`config.mk`:
```
export PLATFORM = sky130hd
export DESIGN_NAME = des_feistel_combine_flat
export DESIGN_NICKNAME = d
export VERILOG_FILES = /design/src/rtl/des_feistel_combine_if.sv /design/src/rtl/des_feistel_combine.sv /design/src/flat_wrapper.sv
export SDC_FILE = /design/constraint.sdc
export NUM_CORES = 1
export LEC_CHECK = 0
export ABC_AREA = 0
export CORE_MARGIN = 2
export CORE_UTILIZATION = 43
export CTS_BUF_LIST = sky130_fd_sc_hd__clkbuf_16
export CTS_CLUSTER_DIAMETER = 200
export DETAILED_ROUTE_END_ITERATION = 12
export GPL_ROUTABILITY_DRIVEN = 0
export PLACE_DENSITY = 0.81
export REMOVE_ABC_BUFFERS = 1
export SLEW_MARGIN = 20
export SYNTH_ARGS = -nofsm -noshare
export SYNTH_HDL_FRONTEND = slang
export SYNTH_SLANG_ARGS = --single-unit
```
`constraint.sdc`:
```
create_clock -name clk -period 2.9 [get_ports clk]
set_input_delay 0.725 -clock clk [delete_from_list [all_inputs] [get_ports clk]]
set_output_delay 0.725 -clock clk [all_outputs]
set_load 0.01 [all_outputs]
```
`src/rtl/des_feistel_combine_if.sv`:
```
// Handshake and data bundle for one DES Feistel round-combine stage.
// The slave side is the combine block; the master side is its driver/consumer.
interface des_feistel_combine_if #(
  parameter int HALF_WIDTH = 32
);
  logic                  in_valid;
  logic                  in_ready;
  logic                  in_first;
  logic [HALF_WIDTH-1:0] l_in;
  logic [HALF_WIDTH-1:0] r_in;
  logic [HALF_WIDTH-1:0] sbox_out;
  logic                  out_valid;
  logic                  out_ready;
  logic [HALF_WIDTH-1:0] l_out;
  logic [HALF_WIDTH-1:0] r_out;
  logic                  out_last;
  logic                  seq_err;

  modport slave (
    input  in_valid, in_first, l_in, r_in, sbox_out, out_ready,
    output in_ready, out_valid, l_out, r_out, out_last, seq_err
  );

  modport master (
    output in_valid, in_first, l_in, r_in, sbox_out, out_ready,
    input  in_ready, out_valid, l_out, r_out, out_last, seq_err
  );
endinterface

```
`src/rtl/des_feistel_combine.sv`:
```
// DES round combine: P-permutes the S-box output, XORs it into the left half
// and swaps halves (except on round 15), behind a single-register valid/ready stage.
module des_feistel_combine #(
  parameter int HALF_WIDTH = 32,
  parameter int ROUNDS     = 16
) (
  input  logic                  clk,
  input  logic                  rst_n,
  des_feistel_combine_if.slave  bus
);
  localparam logic [3:0] LAST_RND = 4'(ROUNDS - 1);
  // DES P table, 1-based with bit 1 = MSB: output bit i takes input bit P_TAB[i-1]
  localparam int P_TAB [32] = '{16,  7, 20, 21, 29, 12, 28, 17,
                                 1, 15, 23, 26,  5, 18, 31, 10,
                                 2,  8, 24, 14, 32, 27,  3,  9,
                                19, 13, 30,  6, 22, 11,  4, 25};

  typedef enum logic {IDLE, RUN} state_t;

  state_t                state_q, state_d;
  logic [3:0]            cnt_q, cnt_d;
  logic                  err_q, err_d;
  logic                  vld_q;
  logic                  last_q;
  logic [HALF_WIDTH-1:0] l_q, r_q;
  logic [HALF_WIDTH-1:0] f;
  logic                  acc;
  logic [3:0]            rnd;
  logic                  last_rnd;

  for (genvar g = 0; g < 32; g++) begin : g_perm
    assign f[HALF_WIDTH-1-g] = bus.sbox_out[HALF_WIDTH-P_TAB[g]];
  end

  assign bus.in_ready  = !vld_q || bus.out_ready;
  assign acc           = bus.in_valid && bus.in_ready;
  // in_first always restarts; an unflagged beat in IDLE is still treated as round 0
  assign rnd           = (bus.in_first || state_q == IDLE) ? 4'd0 : cnt_q;
  assign last_rnd      = (rnd == LAST_RND);

  always_ff @(posedge clk or negedge rst_n) begin
    if (!rst_n) begin
      state_q <= IDLE;
      cnt_q   <= '0;
      err_q   <= 1'b0;
    end else begin
      state_q <= state_d;
      cnt_q   <= cnt_d;
      err_q   <= err_d;
    end
  end

  always_comb begin
    state_d = state_q;
    cnt_d   = cnt_q;
    err_d   = err_q;
    if (acc) begin
      if ((bus.in_first && state_q == RUN) || (!bus.in_first && state_q == IDLE))
        err_d = 1'b1;
      if (last_rnd) begin
        state_d = IDLE;
        cnt_d   = '0;
      end else begin
        state_d = RUN;
        cnt_d   = rnd + 4'd1;
      end
    end
  end

  always_ff @(posedge clk or negedge rst_n) begin
    if (!rst_n) begin
      vld_q  <= 1'b0;
      last_q <= 1'b0;
      l_q    <= '0;
      r_q    <= '0;
    end else if (acc) begin
      vld_q  <= 1'b1;
      last_q <= last_rnd;
      l_q    <= last_rnd ? (bus.l_in ^ f) : bus.r_in;
      r_q    <= last_rnd ? bus.r_in : (bus.l_in ^ f);
    end else if (bus.out_ready) begin
      vld_q  <= 1'b0;
    end
  end

  assign bus.out_valid = vld_q;
  assign bus.out_last  = last_q;
  assign bus.l_out     = l_q;
  assign bus.r_out     = r_q;
  assign bus.seq_err   = err_q;
endmodule

```
`src/flat_wrapper.sv`:
```
// flat-port wrapper written by rule: the top's interface ports become plain ports
module des_feistel_combine_flat 
#(
  parameter int HALF_WIDTH = 32,
  parameter int ROUNDS     = 16
)
  (clk, rst_n, bus_in_valid, bus_in_first, bus_l_in, bus_r_in, bus_sbox_out, bus_out_ready, bus_in_ready, bus_out_valid, bus_l_out, bus_r_out, bus_out_last, bus_seq_err);
  des_feistel_combine_if #(.HALF_WIDTH(HALF_WIDTH)) bus_i ();
  input  logic clk;
  input  logic rst_n;
  input wire logic [$bits(bus_i.in_valid)-1:0] bus_in_valid;
  input wire logic [$bits(bus_i.in_first)-1:0] bus_in_first;
  input wire logic [$bits(bus_i.l_in)-1:0] bus_l_in;
  input wire logic [$bits(bus_i.r_in)-1:0] bus_r_in;
  input wire logic [$bits(bus_i.sbox_out)-1:0] bus_sbox_out;
  input wire logic [$bits(bus_i.out_ready)-1:0] bus_out_ready;
  output wire logic [$bits(bus_i.in_ready)-1:0] bus_in_ready;
  output wire logic [$bits(bus_i.out_valid)-1:0] bus_out_valid;
  output wire logic [$bits(bus_i.l_out)-1:0] bus_l_out;
  output wire logic [$bits(bus_i.r_out)-1:0] bus_r_out;
  output wire logic [$bits(bus_i.out_last)-1:0] bus_out_last;
  output wire logic [$bits(bus_i.seq_err)-1:0] bus_seq_err;
  assign bus_i.in_valid = bus_in_valid;
  assign bus_i.in_first = bus_in_first;
  assign bus_i.l_in = bus_l_in;
  assign bus_i.r_in = bus_r_in;
  assign bus_i.sbox_out = bus_sbox_out;
  assign bus_i.out_ready = bus_out_ready;
  assign bus_in_ready = bus_i.in_ready;
  assign bus_out_valid = bus_i.out_valid;
  assign bus_l_out = bus_i.l_out;
  assign bus_r_out = bus_i.r_out;
  assign bus_out_last = bus_i.out_last;
  assign bus_seq_err = bus_i.seq_err;
  des_feistel_combine #(.HALF_WIDTH(HALF_WIDTH), .ROUNDS(ROUNDS)) u_core (.clk(clk), .rst_n(rst_n), .bus(bus_i));
endmodule
```
==> Yosys cells after proc, flatten, opt, wreduce, memory -nomap -nowiden <==
Cells that the tools add are included.
{ "classes": {"addsub": 1, "eq_ne": 1, "n_mux": 7, "bitwise_logic": 2, "reduce_logical": 10} }
{ "op_table": {"columns": ["operator", "n"], "rows": [
  ["two-way mux 32 bit", 2],
  ["XOR 32 bit", 1],
  ["two-way mux 4 bit", 2],
  ["adder 4 x 1 -> 4 bit (second input constant)", 1],
  ["equality test 4 bit (second input constant)", 1],
  ["logical AND 1 bit", 3],
  ["logical OR 1 bit", 3],
  ["two-way mux 1 bit", 3],
  ["logical NOT 1 bit", 2],
  ["AND reduction 2 bit", 1],
  ["nonzero test 2 bit", 1],
  ["NOT 1 bit", 1]
]} }
{ "word_totals": {"ff_bits": 72, "in_bits": 101, "output_inout_bits": 68, "elab_cells": 28} }

==> Logic depth before layout (Yosys ltp) <==
Gate-level depths: netlist of the first run.
{ "logic_depth": {"ltp_word": 5, "depth_mapped": 9, "mapped_depth_nobuf": 7} }

==> Worst setup path before layout of the first run <==
Ideal clock, no wire load.
{ "synth_timing": {"path_type": "input-to-reg", "from": "input bus_in_first", "to": "register u_core.l_q[25], in the netlist u_core.bus.l_out[25]", "setup_ns": 0.125, "arrival_time_ns": 2.523, "required_time_ns": 2.775, "setup_slack_ns": 0.252, "path_stages": 9, "n_path_buf": 2, "path_cell_list": "inv_1 ha_1 and2_1 ha_1 and4_4 buf_6 buf_6 mux2_4 mux2_4"} }
{ "synth_between": {"elab_chain_cells": 4} }
{ "synth_rtl": {"columns": ["element", "line_no", "text"], "rows": [
  ["start, declared", "flat_wrapper.sv:12", "input wire logic [$bits(bus_i.in_first)-1:0] bus_in_first;"],
  ["logical OR 1 bit", "des_feistel_combine.sv:38", "assign rnd = (bus.in_first || state_q == IDLE) ? 4'd0 : cnt_q;"],
  ["two-way mux 4 bit", "des_feistel_combine.sv:38", null],
  ["equality test 4 bit", "des_feistel_combine.sv:39", "assign last_rnd = (rnd == LAST_RND);"],
  ["two-way mux 32 bit", "des_feistel_combine.sv:79", "l_q <= last_rnd ? (bus.l_in ^ f) : bus.r_in;"],
  ["end signal, assigned", "des_feistel_combine.sv:79", null],
  ["end, declared", "des_feistel_combine.sv:25", "logic [HALF_WIDTH-1:0] l_q, r_q;"]
]} }
Every way passes these cells.
A chain may end at the register's enable or synchronous reset.

==> Worst setup path in the final report of the first run <==
{ "layout_timing": {"from": "input bus_in_first", "to": "register u_core.l_q[31], in the netlist u_core.bus.l_out[31]"} }
The elaborated chain is that of the path after synthesis.

==> impl_results.md, run 1 <==
- Status: finished, final reports clean
- Top cells by area, synth: dfrtp_1 44%, mux2_2 22%, mux2_4 19%
- Fin crit share: 94.1%
- Antenna Violating Nets Remaining: 0
- First-pass GRT wire length: 14.8 mm
- GR Overflow Total: 0
- Clk slew on worst S/H paths: around 60 ps
- Total length of routed wires: 9.08 mm
- Vias: 2736
- Synth top area share: ~44%
- Root buffer cell: clkbuf_16
- # IOs: approximately 170
- Post CTS Setup Buffer Count: 0
- Core box area: 0.00920 mm²
- Fin area: 0.00615 mm²
- EDFF count, synth: 0
- Final Hold Vio Count: 0
- Maximum clock insertion buffer count: 2
- Slew Viols, Final: 0
- P per Cell Area: 538 mW/mm²
- RSZ-0062 raised after global routing: no
- Worst path cell trace: clkdlybuf4s50_1 -> inv_1 -> ha_1 -> and2_1 -> ha_1 -> and4_4 -> buf_12 -> mux2_2 -> mux2_2
- Slowest cell delay on critical path: 400 ps
- Setup violators final: 0
- Max-Slew Margin vs Limit: 38.5%
- Critical Path RT: ~3100 ps
- Number of clock sinks: 72
- Post-Syn Area: 0.00406 mm²
- Largest net degree at the start of global routing: 73
- Startpoint types: primary input
- Starting density of the core: 44.1%
- # resized after CTS: 0
- Gate Count Post-Synth: 273
- Async SR Flop Fraction: 100%
- Antenna diodes: 0
- Pre-CTS setup slack: -151 ps
- Ys flop type: dfrtp_1
- Worst skew pair latency: 320 ps
- CP Class: primary input to register
- Yosys cell types: 22
- Register area share after synthesis: between 40% and 50%
- Die Wd: 101 µm
- IO Port Bufs: roughly 170
- Mean post-synth cell area: 14.9 µm²
- Post-synth top cells: 79 x mux2_2, 72 x dfrtp_1, 52 x mux2_4, 32 x xor2_1, 8 x buf_2
- DRC violations left: 0
- Crit. End Element: register
- Hold Path Class: register to register
- Hold_buf cts: 0
- Die height: 101 µm
- FF+latch count, synth: 72
- DR vias/cell: 4.88
- Vias in the first global route: 2971
- WP data arrival: 2940 ps
- Initial antenna violation count: 0
- Post-route minimum period: 2730 ps
- Pleak: 2.62 nW
- GR Util All Layers: 18.4%
- Final non-filler cell total: 561
- Count leader, synth: mux2_2
- Slowest-stage cell, CP: clkdlybuf4s50_1
- Area grow syn2layout: 51.7%
- Num CTS Buffers: 9
- Number of DRC markers in iteration 0: 51
- Max Clock Skew: approximately 4.7 ps
- Total die area: slightly above 0.01 mm²
- H-Tree Level Count: 3
- Max Cap Viol: 0
- Total negative slack: 0 ps
- Synthesis warning total: 0
- Pwr Total: 3.31 mW
- CTS tree: done
- DP Wirelength: 6.57 mm
- Wire length per cell: 16.2 µm
- Rows: 35
- Placed cell count: 545
- Post-synth top area cell: dfrtp_1
- Worst-margin pin slew: 922 ps
- Setup ws final: 170 ps
- # nets final: 548
- DR pass1 iterations: 4
- Fmax achieved: 0.366 GHz
- Placed instance area: 0.00586 mm²
- VDD IR-drop max: 287 µV
- Share of layout cells above drive strength 1: 34.9%
- CP Max Fanout: 19
==> cell type report <==
class,count,area [µm²]
Fill cell,693,3040
Sequential cell,72,1800
Clock inverter,7,63.8
Timing Repair Buffer,176,1800
Clock buffer,9,225
Tap cell,111,139
Inverter,2,7.51
Multi-Input combinational cell,184,2110
==> cells in the final DEF (no fill, tap or decap), types with 2 or more instances in the layout <==
cell | synthesis | final
xor2_1 | 32 | 32
clkbuf_16 | 0 | 9
mux2_4 | 52 | 52
buf_12 | 2 | 5
inv_1 | 2 | 3
a21oi_1 | 3 | 3
nor2_1 | 2 | 2
ha_1 | 2 | 2
dfrtp_1 | 72 | 72
nand2b_1 | 2 | 2
clkinv_2 | 0 | 2
buf_4 | 0 | 4
clkdlybuf4s50_1 | 0 | 167
mux2_2 | 79 | 79
and2_1 | 3 | 2
==> final timing paths <==
path | start | end | slack [ps] | depth (start not counted)
max | bus_in_first | u_core.bus.l_out[31] | 170 | 9
min | u_core.bus.seq_err | u_core.bus.seq_err | 460 | 1
max reg2reg | u_core.state_q | u_core.bus.l_out[31] | 660 | 7
min reg2reg | u_core.bus.seq_err | u_core.bus.seq_err | 460 | 1
max in group asynchronous | rst_n | u_core.bus.l_out[9] | 1750 | 1
min in group asynchronous | rst_n | u_core.bus.l_out[11] | 510 | 1
==> metrics by stage <==
step,utilization [%],hold WS (ps)
3_5_place_dp,63.8,449
2_1_floorplan,-,429
3_3_place_gp,63.8,444
4_1_cts,66.9,462
6_report,66.9,460
5_1_grt,66.9,486
==> routing by layer <==
metal  vias up  share of wire (%)  track usage, %  wire length (µm)
li1       1319                  -               -                 -
met1      1323                 42            22.6              3830
met2        88                 51            32.2              4640
met3         6                6.0            4.58               548
met4         0               0.65            4.78                59
met5         -                  0               0                 0
==> power breakdown <==
group	switching, mW	total [mW]	internal, mW
combinational	0.327	0.968	0.641
sequential	0.100	1.28	1.18
clock	0.406	1.06	0.658
==> registers in the layout, summed over array words and instances (netlist names) <==
name and count:
u_core.bus.l_out 32, u_core.bus.r_out 32, u_core.cnt_q 4, u_core.bus.out_valid 1
u_core.bus.out_last 1, u_core.state_q 1, u_core.bus.seq_err 1
==> worst max-delay path: cells and delay by family <==
| family | cells | cell delay [ps] |
|---|---|---|
| buffers and inverters | 3 | 650 |
| multiplexers | 2 | 610 |
| adder cells (fa/ha/maj) | 2 | 480 |
| AND/OR/NAND/NOR | 2 | 470 |
==> cells by family (layout without fill, tap and decap cells) <==
kind of cell | after synthesis | in the layout | share of synthesized area, %
flip-flops | 72 | 72 | 44.4
multiplexers | 131 | 131 | 41.2
buffers and inverters | 17 | 194 | 3.55
AND/OR/NAND/NOR | 11 | 11 | 2.04
AO/OA/AOI/OAI | 8 | 8 | 1.30
adder cells (fa/ha/maj) | 2 | 2 | 0.617
XOR/XNOR | 32 | 32 | 6.91
Note: power is estimated with default switching activity, not from simulation.
==> run 2, diff against run 1 <==
--- a/config.mk
+++ b/config.mk
@@ -14,6 +14,8 @@
 export GPL_ROUTABILITY_DRIVEN = 0
 export PLACE_DENSITY = 0.81
 export REMOVE_ABC_BUFFERS = 1
+export SETUP_SLACK_MARGIN = 0.5
+export SKIP_CTS_REPAIR_TIMING = 1
 export SLEW_MARGIN = 20
 export SYNTH_ARGS = -nofsm -noshare
 export SYNTH_HDL_FRONTEND = slang
==> impl_results.md, run 2 (synthesis gave the netlist of run 1 again) <==
- Status: finished, final reports clean
- Starting density of the core: 44.1% (unchanged)
- Antenna Violating Nets Remaining: 0 (unchanged)
- Worst skew pair latency: 320 ps (about the same)
- Commonest non-fill, non-tap cell in the layout: clkdlybuf4s50_1
- R2R Path Start: u_core.state_q
- Antenna diodes: 0 (unchanged)
- Total die area: 0.0102 mm² (unchanged)
- RSZ-0062 raised after global routing: no
- Die Wd: 101 µm (unchanged)
- First-pass GRT wire length: 14.8 mm (unchanged)
- Number of clock sinks: 72 (unchanged)
- Fin crit share: 79.4% (-15 points)
- Maximum clock insertion buffer count: 2 (unchanged)
- GR Overflow Total: 0 (unchanged)
- Levels on crit path: 9 (unchanged)
- VDD IR-drop max: 285 µV (-0.74%)
- Busiest grt layer: met2
- Worst reg2reg path endpoint: u_core.bus.l_out[25]
- Vias in the first global route: 2971 (unchanged)
- GR Util met2: 32.2% (unchanged)
- DRC violations left: 0 (unchanged)
- Final Hold Vio Count: 0 (unchanged)
- Hold_ws: 460 ps (+0.407 ps)
- P per Cell Area: 527 mW/mm² (-2.1%)
- FF-to-FF setup slack: 790 ps (+130 ps)
- Setup violators final: 0 (unchanged)
- DR pass1 iterations: 4 (unchanged)
- DR vias/cell: 4.90 (+0.42%)
- Pleak: 2.69 nW (+2.7%)
- Crit. End Element: register
- Switching share of power: 25.1% (-0.045 points)
- Finished Core Util: 68.6% (+1.7 points)
- Highest-count cells in the layout ignoring fill and taps: 165 x clkdlybuf4s50_1, 79 x mux2_2, 72 x dfrtp_1
- CTS tree: done
- Internal power: 2.49 mW (+0.42%)
- Placed instance area: 0.00586 mm² (unchanged)
- Max Cap Viol: 0 (unchanged)
- Min-delay src: u_core.bus.seq_err
- Total length of routed wires: 9.50 mm (+4.7%)
- WP data arrival: 2500 ps (-440 ps)
- Hold Path Class: register to register
- H-Tree Level Count: 3 (unchanged)
- Slowest cell delay on critical path: 360 ps (-40 ps)
- CP Class: primary input to register
- Max Clock Skew: 5.81 ps (+1.12 ps)
- Slowest-stage cell, CP: and4_4
- Largest net degree at the start of global routing: 73 (unchanged)
- Post-route minimum period: 2300 ps (-426 ps)
- Share of total power in combinational logic: 29.6% (+0.3 points)
- GR Util All Layers: 18.4% (unchanged)
- CP bufs+invs: 3 (unchanged)
- Met3 Usage GRT: 4.58% (unchanged)
- CP Max Fanout: 7 (-12)
- Num CTS Buffers: 9 (unchanged)
- Fmax achieved: 0.434 GHz (+19%)
- Initial antenna violation count: 0 (unchanged)
- Startpoint types: primary input
- Hold EP: u_core.bus.seq_err
- Critical Path RT: 3100 ps (about the same)
- Hold Crit Depth: 1 (unchanged)
- # IOs: 169 (unchanged)
- Max-Slew Margin vs Limit: 38.8% (+0.24 points)
- DP Wirelength: 6.57 mm (unchanged)
- NetSw: 0.835 mW (+0.18%)
- Reg2Reg Depth: 7 (unchanged)
- Root buffer cell: clkbuf_16
- Clock share of power: 31.9% (-0.3 points)
- Rows: 35 (unchanged)
- Worst-margin pin slew: 919 ps (-3.57 ps)
- Setup ws final: 596 ps (+426 ps)
- Met1 Use GR: 22.6% (unchanged)
- Core box area: 0.00920 mm² (unchanged)
- IO Port Bufs: 168 (unchanged)
- Clk slew on worst S/H paths: 60 ps (about the same)
- CP top delay family: multiplexers
- Area grow syn2layout: 55.5%
- Slew Viols, Final: 0 (unchanged)
- Number of DRC markers in iteration 0: 48 (-5.9%)
- Pre-CTS setup slack: -151 ps (unchanged)
- Worst path cell trace: dlymetal6s2s_1 -> inv_2 -> ha_4 -> and2_4 -> ha_4 -> and4_4 -> clkbuf_16 -> mux2_4 -> mux2_4
- Share of layout cells above drive strength 1: 36.8% (+2.0 points)
- Fin area: 0.00631 mm² (+2.5%)
- # nets final: 554 (+1.1%)
- Share of power burned in registers: 38.5% (about the same)
- Wire length per cell: 16.8 µm (+3.6%)
- Vias: 2777 (+1.5%)
- Die height: 101 µm (unchanged)
run 2: changes by cell type in the layout (fill, tap and decap cells not counted):
cell / change
inv_2: +1
buf_6: +1
and2_1: -2
inv_1: -1
ha_4: +2
buf_4: +1
clkbuf_16: +4
and2_4: +2
ha_1: -2
dlymetal6s2s_1: +2
clkdlybuf4s50_1: -2
run 2: routing by layer:
| layer | wire length [µm] | vias up | part of all wire, % |
|---|---|---|---|
| li1 | - | 1331 | - |
| met2 | 4930 | 86 | 52 |
| met5 | 0 | - | 0 |
| met1 | 4000 | 1354 | 42 |
| met3 | 518 | 6 | 5.5 |
| met4 | 59 | 0 | 0.62 |
run 2: worst max path at each step:
stage,end,slack (ps),start
5_1_grt,u_core.bus.l_out[25],550,bus_in_first
2_1_floorplan,u_core.bus.l_out[0],-650,bus_out_ready
3_5_place_dp,u_core.bus.l_out[31],-150,bus_in_first
6_report,u_core.bus.l_out[25],600,bus_in_first
4_1_cts,u_core.bus.l_out[31],180,bus_in_first
3_3_place_gp,u_core.bus.l_out[2],-80,bus_in_first
run 2: power by group through the flow:
| stage | Combinational [mW] | Clock [mW] | Sequential (mW) |
|---|---|---|---|
| final | 0.984 | 1.06 | 1.28 |
| after CTS | 0.983 | 1.08 | 1.28 |
| after detailed placement | 0.978 | 0 | 1.29 |
| after floorplan | 0.353 | 0 | 1.35 |
| after global placement | 0.957 | 0 | 1.28 |
| after global routing | 1.05 | 1.13 | 1.30 |
run 2: metrics by stage:
step           setup TNS [ps]  power [mW]  std cells
6_report                    0        3.32        567
5_1_grt                     0        3.49        567
4_1_cts                     0        3.35        561
3_5_place_dp            -4550        2.27        545
3_3_place_gp            -1860        2.24        545
2_1_floorplan          -42440        1.71        258
run 2: worst register-to-register path, stage by stage, from the launching register on:
cell and delay (ps):
dfrtp_1 390, ha_4 170, and2_4 150, ha_4 160, and4_4 360, clkbuf_16 200
mux2_4 300, mux2_4 260
run 2: final cells by class:
class,count,area (µm²)
fill,676,2890
multi-input combinational,184,2140
timing repair buffer,182,1930
sequential,72,1800
clock buffer,9,225
tap,111,139
clock inverter,7,63.8
inverter,2,7.51
